--- config.mk ---
export PLATFORM = sky130hd
export DESIGN_NAME = sig_deglitch_pulse
export DESIGN_NICKNAME = d
export VERILOG_FILES = /design/src/rtl/sig_deglitch_pulse.sv
export SDC_FILE = /design/constraint.sdc
export NUM_CORES = 1
export LEC_CHECK = 0
export CORE_MARGIN = 10
export CORE_UTILIZATION = 23
export CTS_CLUSTER_SIZE = 30
export DETAILED_ROUTE_END_ITERATION = 16
export PLACE_DENSITY = 0.42
export RECOVER_POWER = 25
export SETUP_SLACK_MARGIN = 0.5
export SYNTH_ARGS = -nofsm -noshare
export SYNTH_HDL_FRONTEND = slang
export SYNTH_SLANG_ARGS = --single-unit
--- constraint.sdc ---
create_clock -name i_clk -period 4.6 [get_ports i_clk]
set_clock_uncertainty 0.05 [all_clocks]
set_input_delay 0.46 -clock i_clk [delete_from_list [all_inputs] [get_ports i_clk]]
set_output_delay 0.46 -clock i_clk [all_outputs]
set_load 0.05 [all_outputs]
--- src/rtl/sig_deglitch_pulse.sv ---
// Deglitch filter + edge pulse: synchronizes i_sig, accepts a level change after FILT_CYC_NUM stable samples.
// Latency: commit SYNC_STG+FILT_CYC_NUM-1 edges after the first edge sampling the new level; outputs registered.
// Backpressure: none; o_vld/o_glitch are single-cycle strobes that downstream must take when issued.
module sig_deglitch_pulse #(
    parameter int   FILT_CYC_NUM = 8,
    parameter int   SYNC_STG     = 2,
    parameter logic INIT_LVL     = 1'b0,
    parameter int   EDGE_MODE    = 0
) (
    input  logic i_clk,
    input  logic i_rst,
    input  logic i_sig,
    input  logic i_en,
    output logic o_vld,
    output logic o_vld_data,
    output logic o_lvl,
    output logic o_glitch
);

    localparam logic [0:0] ST_IDLE   = 1'b0;
    localparam logic [0:0] ST_CHK    = 1'b1;
    localparam logic [7:0] FILT_LAST = 8'(FILT_CYC_NUM - 1);

    logic [SYNC_STG-1:0] sync_q;
    logic                s;
    logic [0:0]          state;
    logic [0:0]          state_nxt;
    logic [7:0]          cnt;
    logic [7:0]          cnt_nxt;
    logic                commit;
    logic                abandon;
    logic                lvl_nxt;
    logic                edge_ok;

    assign s       = sync_q[SYNC_STG-1];
    assign lvl_nxt = ~o_lvl;
    assign edge_ok = (EDGE_MODE == 0) ||
                     ((EDGE_MODE == 1) &&  lvl_nxt) ||
                     ((EDGE_MODE == 2) && !lvl_nxt);

    always_comb begin
        state_nxt = state;
        cnt_nxt   = cnt;
        commit    = 1'b0;
        abandon   = 1'b0;
        if (!i_en) begin
            // Disabling silently drops any candidate; no glitch is reported.
            state_nxt = ST_IDLE;
            cnt_nxt   = 8'd0;
        end else begin
            case (state)
                ST_IDLE: begin
                    cnt_nxt = 8'd0;
                    if (s != o_lvl) begin
                        if (FILT_CYC_NUM == 1) begin
                            commit = 1'b1;
                        end else begin
                            state_nxt = ST_CHK;
                            cnt_nxt   = 8'd1;
                        end
                    end
                end
                ST_CHK: begin
                    if (s != o_lvl) begin
                        if (cnt == FILT_LAST) begin
                            commit    = 1'b1;
                            state_nxt = ST_IDLE;
                            cnt_nxt   = 8'd0;
                        end else if (cnt != 8'hFF) begin
                            cnt_nxt = cnt + 8'd1;
                        end
                    end else begin
                        abandon   = 1'b1;
                        state_nxt = ST_IDLE;
                        cnt_nxt   = 8'd0;
                    end
                end
                default: begin
                    state_nxt = ST_IDLE;
                    cnt_nxt   = 8'd0;
                end
            endcase
        end
    end

    always_ff @(posedge i_clk) begin
        if (i_rst) begin
            sync_q     <= {SYNC_STG{INIT_LVL}};
            state      <= ST_IDLE;
            cnt        <= 8'd0;
            o_lvl      <= INIT_LVL;
            o_vld      <= 1'b0;
            o_vld_data <= 1'b0;
            o_glitch   <= 1'b0;
        end else begin
            sync_q     <= {sync_q[SYNC_STG-2:0], i_sig};
            state      <= state_nxt;
            cnt        <= cnt_nxt;
            o_vld      <= commit && edge_ok;
            o_vld_data <= commit && edge_ok && lvl_nxt;
            o_glitch   <= abandon;
            if (commit) begin
                o_lvl <= lvl_nxt;
            end
        end
    end

endmodule

==> metrics.md <==
| Metric | Value |
|---|---|
| Max-slew violations | 0 |
| R2R setup slack | 2.58 ns |
| Critical path fanouts, max | 6 |
| Sw Pwr | 49.2 uW |
| DR iter-0 viols | 9 |
| Clock Sinks | 15 |
| Crit-path max cell delay | 0.84 ns |
| Routed wire length | 1390 um |
| Clock Tree Root | clkbuf_4 |
| Placer Congestion | 0.785 |
| Net Count, Synth | 81 |
| Area Overhead vs Synth | 19.0% |
| Gate Count Post-Synth | 75 |
| Hold Crit Depth | 1 |
| CTS tree | built |
| Data required time at the worst endpoint | 4.09 ns |
| Period utilisation layout | 45.2% |
| RSZ-0062 raised after global routing | no |
| Routed vias/inst | 4.79 |
| Crit-path leading delay family | buffers and inverters |
| Clk buf depth | 2 |
| Slowest cell on the critical path | clkdlybuf4s50_1 |
| Core footprint | 2780 sq um |
| Critical hold path startpoint | sync_q[0]$_SDFF_PP0_ |
| Worst Path Arrival | 1.57 ns |
| Horiz. Die Dim | 74.1 um |
| Peak VDD IR | 157 uV |
| Initial antenna violation count | 0 |
| Final HPWL DP | 1020 um |
| RR Startpoint | cnt[6]$_SDFFE_PP0P_ |
| Final ANT Viol Nets | 0 |
| Layout Cells excl Fill | 115 |
| #FFs+latches synth | 15 |
| Status | completed |
| Vias in the first global route | 534 |
| Max-Cap Viols | 0 |
| Worst slew pin tran | 0.538 ns |
| WP buf/inv | 1 |
| Max Fclk | 0.481 GHz |
| Layout cell share with drive strength beyond 1 | 3.57% |
| Antenna diodes | 0 |
| CTS resizes | 0 |
| HP Class | reg2reg |
| Crit-path cells | clkdlybuf4s50_1 |
| Routed WL per cell | 12.1 um |
| Slew HR | 64.0% |
| Inst Count DP | 111 |
| Initial Utilization | 24.2% |
| Power density cells | 272 nW/um^2 |
| Setup Viol. Count Final | 0 |
| Leakage | 0.000272 uW |
| Fin nets | 91 |
| Grt total ovfl | 0 |
| Seq/Total Area, Yosys | 44.6% |
| Hold Path End | sync_q[1]$_SDFF_PP0_ |
| Pwr Total | 218 uW |
| Die Span Y | 74.1 um |
| Setup_tns | 0 ns |
| Combinational group share of total power | 3.5% |
| # rows | 19 |
| Largest net degree at the start of global routing | 12 |
| Mapped cell area | 673 sq um |
| Worst r2r dst | o_lvl$_SDFFE_PP0P_ |
| Postcts setup bufs | 0 |
| Post-Syn Area per Cell | 8.98 sq um |
| CTS Buf Count | 3 |
| DR vias | 551 |
| First-pass GRT wire length | 2330 um |
| H-tree levels | 1 |
| DR pass1 iterations | 4 |
| Startpoint types | flop |
| Cts hold-fix bufs | 0 |
| Buffers on Ports | 7 |
| Netlist cell types | 28 |
| GR Util All Layers | 5.63% |
| Total I/O pin count | 8 |
| Syn. warnings | 0 |
| Worst Reg-to-Reg Cells | 4 |
| Switching fraction of total power | 22.6% |
| Clk_lat worst skew | 0.29 ns |
| Hold violation total from the final report | 0 |
| Die area | 5490 sq um |
| Clk pwr share | 36.1% |
| Residual DRC | 0 |
| Clock slew at reported path FFs | 0.09 ns |
| Sequential share of power | 60.5% |
| Pint | 169 uW |
| CP Capture Type | output pin |
| Final worst path period need | 2.08 ns |
| Crit Path Category | reg2out |
routing by layer:
metal	GRT usage (%)	part of all wire, %	up-vias
li1	-	-	293
met1	6.09	47	245
met5	0	0	-
met3	0.931	2.8	5
met4	6.83	5.0	0
met2	8.43	45	8
registers in the layout, indices dropped and copies added, names as in the netlist:
register and flops:
cnt 8, o_glitch 1, o_lvl 1, o_vld 1
o_vld_data 1, state 1, sync_q 2
per-stage QoR:
| step | setup slack [ns] | utilization [%] | hold WS, ns | cell area (sq um) |
|---|---|---|---|---|
| floorplan | 2.74 | - | 0.364 | 673 |
| global placement | 2.60 | 27.8 | 0.384 | 774 |
| detailed placement | 2.61 | 27.8 | 0.388 | 774 |
| CTS | 2.50 | 28.8 | 0.398 | 801 |
| global route | 2.45 | 28.8 | 0.424 | 801 |
| finish | 2.52 | 28.8 | 0.393 | 801 |
layout by cell type, fill, tap and decap left out:
cell and n:
clkbuf_1 1, nand2_1 5, a211oi_1 1, nand2b_1 2
ha_1 2, or3_1 2, dlygate4sd3_1 1, o22ai_1 1
and4_1 1, o32ai_1 1, nand3_1 5, o211ai_1 1
clkbuf_4 3, nor4_1 1, nor3_1 4, clkdlybuf4s50_1 6
nand3b_1 4, dfxtp_1 15, a31oi_1 1, or4_1 1
o311a_1 1, nor2_1 5, a21oi_1 3, mux2i_1 2
nor2b_1 3, nand4_1 3, xnor2_1 3, and3_1 2
xor2_1 1, inv_1 1, o21ai_0 2
power groups by stage:
| stage | registers (uW) | clock network [uW] | logic (uW) |
|---|---|---|---|
| after floorplan | 135 | 0 | 3.67 |
| after global placement | 135 | 0 | 7.84 |
| after detailed placement | 135 | 0 | 7.71 |
| after CTS | 132 | 80.9 | 7.80 |
| after global routing | 132 | 86.5 | 8.46 |
| final | 132 | 78.6 | 7.56 |
kinds of logic after synthesis:
family | after synthesis | share of synthesized area (%)
XOR/XNOR | 4 | 5.21
multiplexers | 2 | 2.97
flip-flops | 15 | 44.6
buffers and inverters | 3 | 1.67
AND/OR/NAND/NOR | 38 | 31.2
AO/OA/AOI/OAI | 11 | 10.6
adder cells (fa/ha/maj) | 2 | 3.72
worst max path at each step:
stage,startpoint,cells after the start,to
after floorplan,o_lvl$_SDFFE_PP0P_,4,cnt[3]$_SDFFE_PP0P_
after global placement,cnt[6]$_SDFFE_PP0P_,4,o_lvl$_SDFFE_PP0P_
after detailed placement,cnt[6]$_SDFFE_PP0P_,4,o_lvl$_SDFFE_PP0P_
after CTS,o_lvl$_SDFFE_PP0P_,1,o_lvl
after global routing,o_lvl$_SDFFE_PP0P_,1,o_lvl
final,o_lvl$_SDFFE_PP0P_,1,o_lvl
synth_stat cells, drive strengths merged:
library cell   n  area, sq um
inv            1         3.75
a21oi          3         15.0
mux2i          2         20.0
nor3           4         20.0
clkbuf         2         7.51
nor4           1         6.26
or4            1         7.51
and3           2         12.5
or3            2         12.5
xnor2          3         26.3
ha             2         25.0
o22ai          1         6.26
nand2          5         18.8
nor2           5         18.8
and4           1         8.76
nand4          3         18.8
nand3          5         25.0
o211ai         1         7.51
dfxtp         15          300
nand3b         4         30.0
xor2           1         8.76
nor2b          3         18.8
o21ai          2         10.0
o311a          1         10.0
o32ai          1         8.76
nand2b         2         12.5
a211oi         1         7.51
a31oi          1         6.26
final cells by class:
cell class	count	area (sq um)
Timing Repair Buffer	7	70.1
Fill cell	296	1980
Tap cell	31	38.8
Clock buffer	4	26.3
Multi-Input combinational cell	57	362
Sequential cell	15	300
Inverter	1	3.75
Power figures use the tool's default switching activity.
